`src/rtl/alu_writeback_stage.sv`:
```
// Write-back stage behind the ALU: a small valid/ready FIFO of results and control bits,
// plus the architectural NZCV register committed when flag-setting entries retire.
module alu_writeback_stage #(
  parameter int DATA_W   = 32,
  parameter int REGIDX_W = 4,
  parameter int DEPTH    = 2   // power of 2, at least 2
) (
  input  logic                    clk,
  input  logic                    rst_n,
  input  logic                    in_valid,
  output logic                    in_ready,
  input  logic [DATA_W-1:0]       in_result,
  input  logic [3:0]              in_flags,
  input  logic [REGIDX_W-1:0]     in_rd,
  input  logic                    in_wr_en,
  input  logic                    in_set_flg,
  output logic                    out_valid,
  input  logic                    out_ready,
  output logic [DATA_W-1:0]       out_result,
  output logic [REGIDX_W-1:0]     out_rd,
  output logic                    out_wr_en,
  output logic [3:0]              nzcv,
  output logic [$clog2(DEPTH):0]  count
);

  localparam int PTR_W = $clog2(DEPTH);
  localparam int CNT_W = PTR_W + 1;

  logic [DATA_W-1:0]   result_mem_q  [DEPTH];
  logic [3:0]          flags_mem_q   [DEPTH];
  logic [REGIDX_W-1:0] rd_mem_q      [DEPTH];
  logic                wr_en_mem_q   [DEPTH];
  logic                set_flg_mem_q [DEPTH];

  logic [PTR_W-1:0]    wr_ptr_q, wr_ptr_d;
  logic [PTR_W-1:0]    rd_ptr_q, rd_ptr_d;
  logic [CNT_W-1:0]    count_q, count_d;
  logic                out_valid_q, out_valid_d;
  logic [3:0]          nzcv_q, nzcv_d;

  // Registered copy of the head entry; it keeps its last value while the FIFO is empty.
  logic [DATA_W-1:0]   head_result_q, head_result_d;
  logic [3:0]          head_flags_q, head_flags_d;
  logic [REGIDX_W-1:0] head_rd_q, head_rd_d;
  logic                head_wr_en_q, head_wr_en_d;
  logic                head_set_flg_q, head_set_flg_d;

  logic                push_s;
  logic                pop_s;

  assign in_ready = (count_q != CNT_W'(DEPTH));
  assign push_s   = in_valid && in_ready;
  assign pop_s    = out_valid_q && out_ready;

  // Pointer, occupancy and status next-state
  always_comb begin
    wr_ptr_d = wr_ptr_q;
    rd_ptr_d = rd_ptr_q;
    count_d  = count_q;
    nzcv_d   = nzcv_q;
    if (push_s) begin
      wr_ptr_d = wr_ptr_q + PTR_W'(1);
    end else begin
      wr_ptr_d = wr_ptr_q;
    end
    if (pop_s) begin
      rd_ptr_d = rd_ptr_q + PTR_W'(1);
    end else begin
      rd_ptr_d = rd_ptr_q;
    end
    case ({push_s, pop_s})
      2'b10:   count_d = count_q + CNT_W'(1);
      2'b01:   count_d = count_q - CNT_W'(1);
      default: count_d = count_q;
    endcase
    if (pop_s && head_set_flg_q) begin
      nzcv_d = head_flags_q;
    end else begin
      nzcv_d = nzcv_q;
    end
    out_valid_d = (count_d != {CNT_W{1'b0}});
  end

  // Next head: the entry being pushed bypasses storage when it becomes the head this edge
  always_comb begin
    head_result_d  = head_result_q;
    head_flags_d   = head_flags_q;
    head_rd_d      = head_rd_q;
    head_wr_en_d   = head_wr_en_q;
    head_set_flg_d = head_set_flg_q;
    if (count_d != {CNT_W{1'b0}}) begin
      if (push_s && (wr_ptr_q == rd_ptr_d)) begin
        head_result_d  = in_result;
        head_flags_d   = in_flags;
        head_rd_d      = in_rd;
        head_wr_en_d   = in_wr_en;
        head_set_flg_d = in_set_flg;
      end else begin
        head_result_d  = result_mem_q[rd_ptr_d];
        head_flags_d   = flags_mem_q[rd_ptr_d];
        head_rd_d      = rd_mem_q[rd_ptr_d];
        head_wr_en_d   = wr_en_mem_q[rd_ptr_d];
        head_set_flg_d = set_flg_mem_q[rd_ptr_d];
      end
    end else begin
      head_result_d  = head_result_q;
      head_flags_d   = head_flags_q;
      head_rd_d      = head_rd_q;
      head_wr_en_d   = head_wr_en_q;
      head_set_flg_d = head_set_flg_q;
    end
  end

  // FIFO storage write port
  always_ff @(posedge clk or negedge rst_n) begin
    if (!rst_n) begin
      for (int i = 0; i < DEPTH; i++) begin
        result_mem_q[i]  <= {DATA_W{1'b0}};
        flags_mem_q[i]   <= 4'b0000;
        rd_mem_q[i]      <= {REGIDX_W{1'b0}};
        wr_en_mem_q[i]   <= 1'b0;
        set_flg_mem_q[i] <= 1'b0;
      end
    end else if (push_s) begin
      result_mem_q[wr_ptr_q]  <= in_result;
      flags_mem_q[wr_ptr_q]   <= in_flags;
      rd_mem_q[wr_ptr_q]      <= in_rd;
      wr_en_mem_q[wr_ptr_q]   <= in_wr_en;
      set_flg_mem_q[wr_ptr_q] <= in_set_flg;
    end
  end

  // Control, status and head registers
  always_ff @(posedge clk or negedge rst_n) begin
    if (!rst_n) begin
      wr_ptr_q       <= {PTR_W{1'b0}};
      rd_ptr_q       <= {PTR_W{1'b0}};
      count_q        <= {CNT_W{1'b0}};
      out_valid_q    <= 1'b0;
      nzcv_q         <= 4'b0000;
      head_result_q  <= {DATA_W{1'b0}};
      head_flags_q   <= 4'b0000;
      head_rd_q      <= {REGIDX_W{1'b0}};
      head_wr_en_q   <= 1'b0;
      head_set_flg_q <= 1'b0;
    end else begin
      wr_ptr_q       <= wr_ptr_d;
      rd_ptr_q       <= rd_ptr_d;
      count_q        <= count_d;
      out_valid_q    <= out_valid_d;
      nzcv_q         <= nzcv_d;
      head_result_q  <= head_result_d;
      head_flags_q   <= head_flags_d;
      head_rd_q      <= head_rd_d;
      head_wr_en_q   <= head_wr_en_d;
      head_set_flg_q <= head_set_flg_d;
    end
  end

  assign out_valid  = out_valid_q;
  assign out_result = head_result_q;
  assign out_rd     = head_rd_q;
  assign out_wr_en  = head_wr_en_q;
  assign nzcv       = nzcv_q;
  assign count      = count_q;

endmodule
```
`config.mk`:
```
export PLATFORM = sky130hd
export DESIGN_NAME = alu_writeback_stage
export DESIGN_NICKNAME = d
export VERILOG_FILES = /design/src/rtl/alu_writeback_stage.sv
export SDC_FILE = /design/constraint.sdc
export NUM_CORES = 1
export LEC_CHECK = 0
export ABC_CLOCK_PERIOD_IN_PS = 6200
export CORE_AREA = 2 2 103 105
export CTS_CLUSTER_DIAMETER = 100
export DETAILED_ROUTE_END_ITERATION = 7
export DIE_AREA = 0 0 105 107
export GPL_TIMING_DRIVEN = 0
export PLACE_DENSITY = 0.84
export SETUP_SLACK_MARGIN = 0.4
export SLEW_MARGIN = 20
export SYNTH_ARGS = -nofsm -noshare
export SYNTH_HDL_FRONTEND = slang
export SYNTH_SLANG_ARGS = --single-unit
```
`constraint.sdc`:
```
create_clock -name clk -period 6.2 [get_ports clk]
set_input_delay 1.55 -clock clk [delete_from_list [all_inputs] [get_ports clk]]
set_output_delay 1.55 -clock clk [all_outputs]
set_load 0.01 [all_outputs]
```
# Yosys cells after proc, flatten, opt, wreduce, memory -nomap -nowiden
# Index checks and enable logic that the tools add are counted.
# word_totals
reg_bits	135
output_inout_bits	45
input_bits	46
elab_cells	72
# op_classes
eq_ne	4
reduce_logical	6
add_sub_neg	4
n_bitwise	2
n_lt_le_gt_ge	3
n_mux	33
# ops
cell	n
32-bit 2-to-1 mux	5
64-bit bitwise mux	1
4-bit 2-to-1 mux	9
32-bit demux with 1-bit select	1
8-bit bitwise mux	2
1-bit 2-to-1 mux	10
1-bit logical AND	5
2-bit bitwise mux	2
4-bit demux with 1-bit select	1
2-bit greater-or-equal comparator, second input constant	2
1-bit NOT with 2-bit output	2
2-bit one-hot mux with 2 select lines	1
1-bit adder, second input constant	2
2-bit by 1-bit adder with 2-bit output, second input constant	1
2-bit by 1-bit == test with 1-bit output, second input constant	1
2-bit == test, second input constant	1
2-bit by 1-bit less-than comparator with 1-bit output, second input constant	1
2-bit inequality test, second input constant	1
2-bit nonzero test	1
2-bit by 1-bit subtractor with 2-bit output, second input constant	1
1-bit demux with 1-bit select	1
1-bit == test	1

# Longest topological paths before layout
# Gate-level depths: netlist (run 1).
# logic_depth
depth_word	7
mapped_depth	12

# Worst setup path after synthesis (run 1)
# Ideal clock, no wire load.
# synth_path
kind	input port to flip-flop
from	input in_valid
to	register head_rd_q[2], in the netlist out_rd[2]
setup_time_ns	0.087
path_buffers	4
arrival_ns	3.337
cell_stages	11
path_slack_ns	2.776
path_cell_list	and2_0 buf_2 inv_2 ha_1 nor3b_1 or3_1 buf_2 a21o_1 clkbuf_1 buf_2 o211ai_1
# synth_via
elab_chain_len	4
elab_cells_between_ends	7
classes_between	eq/ne: 2; mux: 2; reduce/logical: 3
# synth_lines
element	line	source
start: declaration	10	input logic in_valid,
1-bit logical AND (*)	52	assign push_s = in_valid && in_ready;
2-bit by 1-bit == test with 1-bit output / 2-bit == test (equally long branches)	71	case ({push_s, pop_s})
2-bit one-hot mux with 2 select lines	71	
2-bit nonzero test	91	if (count_d != {CNT_W{1'b0}}) begin
end signal: assignment	143	head_rd_q <= {REGIDX_W{1'b0}};
end signal: assignment	154	head_rd_q <= head_rd_d;
end: declaration	44	logic [REGIDX_W-1:0] head_rd_q, head_rd_d;
# Mark *: on every way between the ends. The rest lies on a longest branch, timed or not.
# A chain may end at the register's enable or synchronous reset.

# Worst setup path after layout (run 1)
# layout_path
from	input in_valid
to	register head_result_q[16], in the netlist out_result[16]
# layout_via
elab_chain_len	4
elab_cells_between_ends	7
classes_between	eq/ne: 2; mux: 2; reduce/logical: 3
# layout_lines
element	line	source
1-bit logical AND (*)	52	
2-bit by 1-bit == test with 1-bit output / 2-bit == test (equally long branches)	71	
2-bit one-hot mux with 2 select lines (*)	71	
2-bit nonzero test (*)	n/a	
net out_valid_d	38	logic out_valid_q, out_valid_d;
end signal: assignment	141	head_result_q <= {DATA_W{1'b0}};
end signal: assignment	152	head_result_q <= head_result_d;
end: declaration	42	logic [DATA_W-1:0] head_result_q, head_result_d;
# Mark *: on every way through the listed nets, which the timed path passes. The rest lies on a longest branch.

==> results of run 1 <==
-- registers in the layout (all words and copies together) (netlist names), 4 cells and up --
| name | cells |
|---|---|
| result_mem_q | 64 |
| nzcv | 4 |
| head_flags_q | 4 |
| out_rd | 4 |
| flags_mem_q | 8 |
| rd_mem_q | 8 |
| out_result | 32 |
-- cells by family (layout without fill, tap and decap cells) --
kind of cell	Yosys count	count (layout)
flip-flops	135	135
AND/OR/NAND/NOR	55	55
XOR/XNOR	7	7
buffers and inverters	72	195
multiplexers	130	130
AO/OA/AOI/OAI	43	43
adder cells (fa/ha/maj)	1	1
-- final timing paths --
kind                            slack [ps]               end
max in group asynchronous             4530    out_result[25]
worst max-delay path                  2290    out_result[16]
worst min register to register         480  result_mem_q[33]
worst max register to register        3150    out_result[16]
worst min-delay path                   480  result_mem_q[33]
min in group asynchronous              970   head_flags_q[2]
-- power groups by stage --
stage / combinational [mW] / sequential [mW] / clock, mW
2_1_floorplan: 1.20 / 1.62 / 0
3_3_place_gp: 1.86 / 1.58 / 0
3_5_place_dp: 1.93 / 1.62 / 0
4_1_cts: 1.96 / 1.62 / 0.996
5_1_grt: 2.09 / 1.66 / 1.04
6_report: 1.93 / 1.62 / 0.984
-- final cells by class --
type | instances | area, µm²
Sequential cell | 135 | 3378
Fill cell | 723 | 2633
Multi-Input combinational cell | 236 | 2096
Timing Repair Buffer | 91 | 933.4
Clock buffer | 19 | 441.7
Tap cell | 136 | 170.2
Inverter | 45 | 168.9
Clock inverter | 13 | 146.4
Buffer | 27 | 125.1
-- layer usage --
| layer | vias up | part of all wire | routed length [µm] |
|---|---|---|---|
| li1 | 1783 | - | - |
| met1 | 1994 | 0.44 | 5524 |
| met2 | 88 | 0.52 | 6624 |
| met3 | 12 | 0.033 | 421 |
| met4 | 0 | 0.010 | 127 |
| met5 | - | 0 | 0 |
-- Yosys cell counts, types with 2 or more instances --
library cell  instances  share of area
o221ai_1             41          0.062
xnor2_1               5         0.0076
clkbuf_1              8         0.0052
inv_1                43          0.028
xor2_1                2         0.0030
dfrtp_1             135           0.59
mux2_1               47          0.092
mux2i_1              42          0.073
nor4bb_1              2         0.0035
mux2_2               41          0.080
buf_2                19          0.016
inv_2                 2         0.0013
nand2_1              45          0.029
-- through the flow --
step                setup WS, ps  setup TNS (ps)
CTS                         2295               0
global placement           -1442         -193700
detailed placement          1726               0
finish                      2291               0
floorplan                   2776               0
global route                2112               0
-- worst register-to-register path, cell delays in order (launching register included) --
cell and delay [ps]:
dfrtp_1 460, nand2b_1 150, and2_0 140, buf_2 160, inv_2 70, ha_1 360
nor4bb_1 280, or3_1 150, buf_2 190, inv_2 60, nand3_1 210, clkbuf_1 480
o221ai_1 200
==> results.cfg, run 1 <==
[setup_path]
crit_slowest_cell = clkbuf_1
worstPathArrival_ps = 4270
cp-end-kind = flip-flop
path_class = input port to flip-flop
start_kind = input port
slowest_delay_ps = 480
cp_cell_sequence = clkdlybuf4s50_1 > and2_0 > buf_2 > inv_2 > ha_1 > nor4bb_1 > or3_1 > buf_2 > inv_2 > nand3_1 > clkbuf_1 > o221ai_1
r2r_cells = 12
crit_family = buffers and inverters
cp_max_fo = 10
timing.rr.start = count[0]
startpoint = in_valid
path_depth = 12
critPathBufInv = 6
cp.required_ps = 6560

[cells_and_area]
layout_commonest_cell = dfrtp_1
mostFrequentLayoutCells = 135 x dfrtp_1, 89 x clkdlybuf4s50_1, 47 x mux2_1
n_antenna_cell = 0
post-route-util = 0.7392
nNetsFinal = 600
syn2layout_area_growth_pct = 29.33
finalInstanceArea_um2 = 7460
drive_gt1_frac = 0.1714
finalNonFillerCells = 702

[clock_network]
cts_tree = built
cts_max_level = 4
cts_setup_buffers = 0
cts_root_buf = clkbuf_8
cts_buffers = 17
cts_sinks = 135
cts-resized-gates = 0
clock_path_buffers = 2
worst_skew_pair.late_latency_ps = 510
path_clk_slew_ps = 60
hold_buffers = 0

[power_and_ir_drop]
power_frac_comb = 0.426
vdd_ir_drop_max_mv = 0.3931
pwr-share-seq = 0.357
p_leak_nw = 3.359
p_per_area_nw_per_um2 = 607.1
p_sw_mw = 1.590
internal_power_mw = 2.939
power.share.clock = 0.217
totalPowerFinal_mw = 4.529
p_sw_frac = 0.3511

[sta]
period_share = 0.6305
hold_viol = 0
worst_pin_slew_ps = 753.4
fmax_mhz = 255.8
relSlewSlack = 0.4961
hold-worst-slack_ps = 484.7
final_max_slew_viol_count = 0
rsz0062_at_grt = false
setup_viol = 0
min_period_ps = 3909
fin_skew_ps = 9.209

[run_status]
status = completed

[floorplanning]
num_rows = 37
fp.dieW_um = 105
core_region_area_um2 = 10090
fp.dieH_um = 107
io_pins = 91
start_util = 0.5715
die_area_um2 = 11240

[run]
maxCapViolCount = 0

[synthesis]
synthCells = 443
ys_ff_latch = 135
synth_edf_count = 0
synth_top_family_by_area = multiplexers
synth_compound_area_frac = 0.06486
synth_area_per_cell_um2 = 13.02
synth_flop_cell = dfrtp_1
synth_cell_types = 24
synthAdderAreaFrac = 0.002169
synth_mux_area_frac = 0.2447
async_reset_ff_frac = 1.000
ys_seq_area_frac = 0.5857
synth_fp_nets = 490
netlist_area_um2 = 5768
synthSimpleGateAreaFrac = 0.04100
synthXorXnorAreaFrac = 0.01063
yosysWarningCount = 0

[place]
numPortBuffers = 90
place_congestion = 0.7383
dp_hpwl_um = 8253
dpl_cell_area_um2 = 6872
dp_cells = 670

[routing]
via_per_inst = 5.523
wl_per_cell_um = 18.09
detailroute.via_count = 3877
drt_iter0_markers = 132
firstDrtPassIters = 4
ant_nets = 0
drc = 0
wl_um = 12700

[grt]
grt-ovfl-total = 0
grt_pass1_wl_um = 20790
gr-max-usage-layer = met2
met3_usage = 0.05046
grt_max_degree = 73
antenna_found_initial = 0
grt_usage = 0.2388
grt_use_met2 = 0.4184
grt_pass1_vias = 4238
grt_use_met1 = 0.2956

[hold_path]
worstHoldPathCells = 1
hold_class = flip-flop to flip-flop
min_from = result_mem_q[33]
No activity file was read; power rests on OpenSTA's default activity.
==> run 2: changes to the inputs <==
--- a/config.mk
+++ b/config.mk
@@ -5,13 +5,13 @@
 export SDC_FILE = /design/constraint.sdc
 export NUM_CORES = 1
 export LEC_CHECK = 0
-export ABC_CLOCK_PERIOD_IN_PS = 6200
-export CORE_AREA = 2 2 103 105
+export ABC_CLOCK_PERIOD_IN_PS = 3200
+export CORE_AREA = 2 2 113 115
 export CTS_CLUSTER_DIAMETER = 100
 export DETAILED_ROUTE_END_ITERATION = 7
-export DIE_AREA = 0 0 105 107
+export DIE_AREA = 0 0 115 117
 export GPL_TIMING_DRIVEN = 0
-export PLACE_DENSITY = 0.84
+export PLACE_DENSITY = 0.74
 export SETUP_SLACK_MARGIN = 0.4
 export SLEW_MARGIN = 20
 export SYNTH_ARGS = -nofsm -noshare
==> constraint.sdc (replaced) <==
create_clock -name clk -period 3.2 [get_ports clk]
set_input_delay 0.8 -clock clk [delete_from_list [all_inputs] [get_ports clk]]
set_output_delay 0.8 -clock clk [all_outputs]
set_load 0.01 [all_outputs]
==> run 2 against run 1 <==
- setup slack got worse by 1800 ps
- final area up 4.1%
- sequential power is 92% higher
- largest power group unchanged
- clock skew is 0.52 ps higher
- first-iteration DRC count up 54%
- via count about the same
==> results.cfg, run 2 (synthesized netlist as in run 1, its figures left out) <==
[run_status]
status = completed

[grt]
grt-ovfl-total = 0
grt_pass1_vias = 4163
grt_usage = 0.2055
grt_max_degree = 95
grt_pass1_wl_um = 20930
antenna_found_initial = 0

[cells_and_area]
layout_commonest_cell = dfrtp_1
top_register = result_mem_q
largest_reg_flops = 64
nNetsFinal = 601
drive_gt1_frac = 0.2293
syn2layout_area_growth_pct = 34.58
n_antenna_cell = 0
finalInstanceArea_um2 = 7762
mostFrequentLayoutCells = 135 x dfrtp_1, 89 x clkdlybuf4s50_1, 47 x mux2_1

[clock_network]
cts_root_buf = clkbuf_16
cts_buffers = 17
cts_sinks = 135
clock_path_buffers = 2
cts_max_level = 4
cts_tree = built
worst_skew_pair.late_latency_ps = 420
path_clk_slew_ps = 60

[sta]
fin_skew_ps = 9.728
relSlewSlack = 0.4965
min_period_ps = 2748
fmax_mhz = 363.9
setup_tns_ps = 0
worst_pin_slew_ps = 752.7
hold_viol = 0
setup_viol = 0
rsz0062_at_grt = true
period_share = 0.8587
final_max_slew_viol_count = 0
layout_setup_ws_ps = 452.1

[setup_path]
timing.rr.start = count[0]
path_class = input port to flip-flop
r2r_cells = 12
crit_slowest_cell = clkdlybuf4s50_1
slowest_delay_ps = 440
reg2reg_to = out_result[3]
startpoint = in_valid
cp_cell_sequence = clkdlybuf4s50_1 > and2_1 > buf_4 > inv_2 > ha_4 > nor4bb_1 > or3_1 > buf_6 > inv_2 > nand3_4 > clkbuf_8 > o221ai_1
cp-end-kind = flip-flop
cpMostUsedCell = inv_2
cp.required_ps = 3530
start_kind = input port
cp_max_fo = 10
endpoint = out_result[3]
worstPathArrival_ps = 3080
rrSetupSlack_ps = 570

[floorplanning]
num_rows = 41
fp.dieW_um = 115
start_util = 0.4685
io_pins = 91
fp.dieH_um = 117
core_region_area_um2 = 12310
die_area_um2 = 13460

[place]
numPortBuffers = 90
place_congestion = 0.7764
dpl_cell_area_um2 = 6889
place_ws_ps = -561.2
dp_hpwl_um = 8170

[power_and_ir_drop]
p_per_area_nw_per_um2 = 1209
power_frac_comb = 0.458
totalPowerFinal_mw = 9.384
pwr-share-seq = 0.332
power.share.clock = 0.210
p_sw_frac = 0.3466
vdd_ir_drop_max_mv = 0.6124
p_leak_nw = 3.459
p_sw_mw = 3.253
internal_power_mw = 6.131

[hold_path]
hold_class = input port to async pin

[routing]
wl_um = 12920
wl_per_cell_um = 18.03
detailroute.via_count = 3875
drc = 0
via_per_inst = 5.404
drt_iter0_markers = 203
ant_nets = 0
firstDrtPassIters = 4

[run]
maxCapViolCount = 0
==> run 2: changes by cell type in the layout (fill, tap and decap cells not counted), sizes merged <==
cell	previous run	this run
clkinvlp	5	3
inv	48	45
clkbuf	27	25
clkinv	3	7
bufinv	2	3
buf	21	24
==> run 2: timing repair <==
action | CTS | global route
setup endpoints to repair | 42 | 41
setup buffers | 1 | 0
hold buffers | 0 | 0
gates resized for setup | 27 | 37
pin swaps | 0 | 0
==> run 2: power by group through the flow <==
stage,clock network [mW],logic [mW],registers [mW]
6_report,1.97,4.30,3.11
5_1_grt,2.09,4.67,3.20
4_1_cts,2.00,4.01,3.11
3_5_place_dp,0,3.74,3.13
3_3_place_gp,0,3.63,3.08
2_1_floorplan,0,2.32,3.14
==> run 2: routing by layer <==
layer  global-route usage  vias up  wire length, µm
met3              0.04686       18              416
met4               0.1044        0              238
met5                    0        -                0
met1               0.2569     2007             5743
met2               0.3384       72             6526
li1                     -     1778                -
==> run 2: final cells by class <==
cell class / count / area [µm²]
plain buffers: 27 / 224.0
clock buffers: 19 / 442.9
clock inverters: 13 / 155.1
fillers: 945 / 4549
inverters: 45 / 168.9
multi-input cells: 236 / 2265
flip-flops and latches: 135 / 3378
well taps: 150 / 187.7
repair buffers: 92 / 940.9
==> run 2: worst min-delay path by stage <==
| stage | from | endpoint | slack, ps | depth (start not counted) |
|---|---|---|---|---|
| after floorplan | head_flags_q[0] | head_flags_q[0] | 450 | 2 |
| final | rst_n | out_rd[1] | 260 | 1 |
| after global placement | result_mem_q[43] | result_mem_q[43] | 470 | 1 |
| after CTS | rst_n | out_result[28] | 260 | 1 |
| after detailed placement | out_result[6] | out_result[6] | 470 | 2 |
| after global routing | rst_n | out_result[28] | 270 | 1 |
==> run 2: worst max-delay path: cells and delay by family <==
family,cells,cell delay (ps)
buf+inv,6,1090
simple gates,4,700
fa+ha+maj,1,290
compound gates,1,190
==> run 2: stage by stage <==
stage                     utilization  hold slack, ps  instances
after global placement         0.5569           466.2        683
after detailed placement       0.5596           473.8        684
after CTS                      0.6176           256.2        717
after floorplan                     -           452.0        443
after global routing           0.6305           272.3        717
final                          0.6305           263.1        717
==> run 3: changes to the inputs <==
--- a/config.mk
+++ b/config.mk
@@ -12,6 +12,7 @@
 export DIE_AREA = 0 0 115 117
 export GPL_TIMING_DRIVEN = 0
 export PLACE_DENSITY = 0.74
+export RECOVER_POWER = 25
 export SETUP_SLACK_MARGIN = 0.4
 export SLEW_MARGIN = 20
 export SYNTH_ARGS = -nofsm -noshare
==> run 3 against run 2 <==
- total power about the same
- sequential power about the same
- clock skew decreased by 1.3 ps
- flip-flop and latch count unchanged
- global-route usage unchanged
- clock-buffer cell count unchanged
- via count increased by 0.15%
- hold slack improved by 220 ps
- the run now ends with capacitance limit, slew limit left
- first-iteration DRC count increased by 2.5%
- clock power about the same
==> results.cfg, run 3 (synthesized netlist as in run 1, its figures left out) <==
[run_status]
status = finished, violations left
failed_checks = capacitance limit, slew limit

[floorplanning]
fp.dieW_um = 115
core_region_area_um2 = 12310
num_rows = 41
fp.dieH_um = 117
die_area_um2 = 13460
io_pins = 91
start_util = 0.4685

[cells_and_area]
largest_reg_flops = 64
num-fill-cells = 947
nNetsFinal = 601
layout_commonest_cell = dfrtp_1
mostFrequentLayoutCells = 135 x dfrtp_1, 89 x clkdlybuf4s50_1, 47 x mux2_1
drive_gt1_frac = 0.2275
top_register = result_mem_q
n_antenna_cell = 0
seqCellArea_um2 = 3378
syn2layout_area_growth_pct = 34.38
multi_input_area_um2 = 2265

[routing]
via_per_inst = 5.413
firstDrtPassIters = 4
wl_per_cell_um = 17.99
ant_nets = 0
drt_iter0_markers = 208
wl_um = 12900
drc = 0
detailroute.via_count = 3881

[setup_path]
cp_cell_sequence = clkdlybuf4s50_1 > and2_1 > buf_4 > inv_2 > ha_4 > nor4bb_1 > or3_1 > buf_6 > inv_2 > nand3_4 > clkbuf_8 > o221ai_1
cpMostUsedCell = inv_2
path_class = input port to flip-flop
reg2reg_to = out_result[3]
crit_family = buffers and inverters
critPathBufInv = 6
timing.rr.start = count[0]
start_kind = input port
worstPathArrival_ps = 3080
path_depth = 12
cp_max_fo = 10
slowest_delay_ps = 440
cp-end-kind = flip-flop
crit_slowest_cell = clkdlybuf4s50_1
startpoint = in_valid
rrSetupSlack_ps = 570
cp.required_ps = 3530
endpoint = out_result[3]
r2r_cells = 12

[place]
numPortBuffers = 90
dp_hpwl_um = 8170
place_ws_ps = -561.2
place_congestion = 0.7764

[clock_network]
worst_skew_pair.late_latency_ps = 420
clock_path_buffers = 2
cts_root_buf = clkbuf_16
cts_tree = built
cts_max_level = 4
cts_sinks = 135
path_clk_slew_ps = 60
cts_buffers = 17

[power_and_ir_drop]
p_sw_frac = 0.3464
power_frac_comb = 0.458
p_leak_nw = 3.453
p_sw_mw = 3.249
vdd_ir_drop_max_mv = 0.6121
power.share.clock = 0.210
totalPowerFinal_mw = 9.379
internal_power_mw = 6.130
pwr-share-seq = 0.332
p_per_area_nw_per_um2 = 1210

[sta]
hold_viol = 0
relSlewSlack = -0.5593
final_max_slew_viol_count = 42
rsz0062_at_grt = true
worst_pin_slew_ps = 2339
layout_setup_ws_ps = 453.0
setup_tns_ps = 0
fmax_mhz = 364.0
setup_viol = 0
min_period_ps = 2747
period_share = 0.8585
fin_skew_ps = 8.443

[hold_path]
hold_class = flip-flop to flip-flop

[run]
maxCapViolCount = 1

[grt]
antenna_found_initial = 0
grt_pass1_wl_um = 20930
grt-ovfl-total = 0
grt_max_degree = 95
grt_usage = 0.2055
grt_pass1_vias = 4163
## run 3: per-stage QoR
stage | cell area [µm²] | hold WS (ps) | cells | util
2_1_floorplan | 5768 | 452.0 | 443 | -
4_1_cts | 7604 | 256.2 | 717 | 0.6176
3_5_place_dp | 6889 | 473.8 | 684 | 0.5596
5_1_grt | 7751 | 494.3 | 717 | 0.6296
6_report | 7751 | 484.2 | 717 | 0.6296
3_3_place_gp | 6857 | 466.2 | 683 | 0.5569
## run 3: final cells by class
cell class | instances | area share
Clock inverter | 13 | 0.02002
Clock buffer | 19 | 0.05714
Inverter | 45 | 0.02179
Buffer | 27 | 0.02889
Multi-Input combinational cell | 236 | 0.2922
Sequential cell | 135 | 0.4358
Timing Repair Buffer | 92 | 0.1199
Tap cell | 150 | 0.02421
## run 3: worst min-delay path by stage
stage / cells past startpoint / startpoint / end / slack (ps)
floorplan: 2 / head_flags_q[0] / head_flags_q[0] / 450
global placement: 1 / result_mem_q[43] / result_mem_q[43] / 470
detailed placement: 2 / out_result[6] / out_result[6] / 470
CTS: 1 / rst_n / out_result[28] / 260
global route: 1 / result_mem_q[60] / result_mem_q[60] / 490
finish: 2 / head_flags_q[2] / head_flags_q[2] / 480
## run 3: repair_timing
item | 4_1_cts | 5_1_grt
hold buffers | 0 | 0
buffers inserted | 1 | 0
pin swaps | 0 | 0
resized for setup | 27 | 37
gates cloned | 0 | 0
endpoints found under the setup margin | 42 | 41
## run 3: per-layer routing
layer  routed length [µm]  vias to the layer above  track usage
met3                  397                       18      0.04686
met5                    0                        -            0
met1                 5738                     2013       0.2569
met4                  238                        0       0.1044
met2                 6524                       70       0.3384
li1                     -                     1780            -
## run 3: power by group through the flow
stage	sequential, mW	combinational (mW)	clock [mW]
3_5_place_dp	3.13	3.74	0
4_1_cts	3.11	4.01	2.00
2_1_floorplan	3.14	2.32	0
6_report	3.11	4.30	1.97
5_1_grt	3.20	4.67	2.09
3_3_place_gp	3.08	3.63	0
## run 3: worst register-to-register path: stages, from the launching register on
cell and delay [ps]:
dfrtp_1 460, nand2b_1 190, and2_1 180, buf_4 140, inv_2 100, ha_4 230
nor3b_1 140, or3_1 320, buf_6 150, inv_2 80, nand3_4 130, clkbuf_8 230
o221ai_1 200
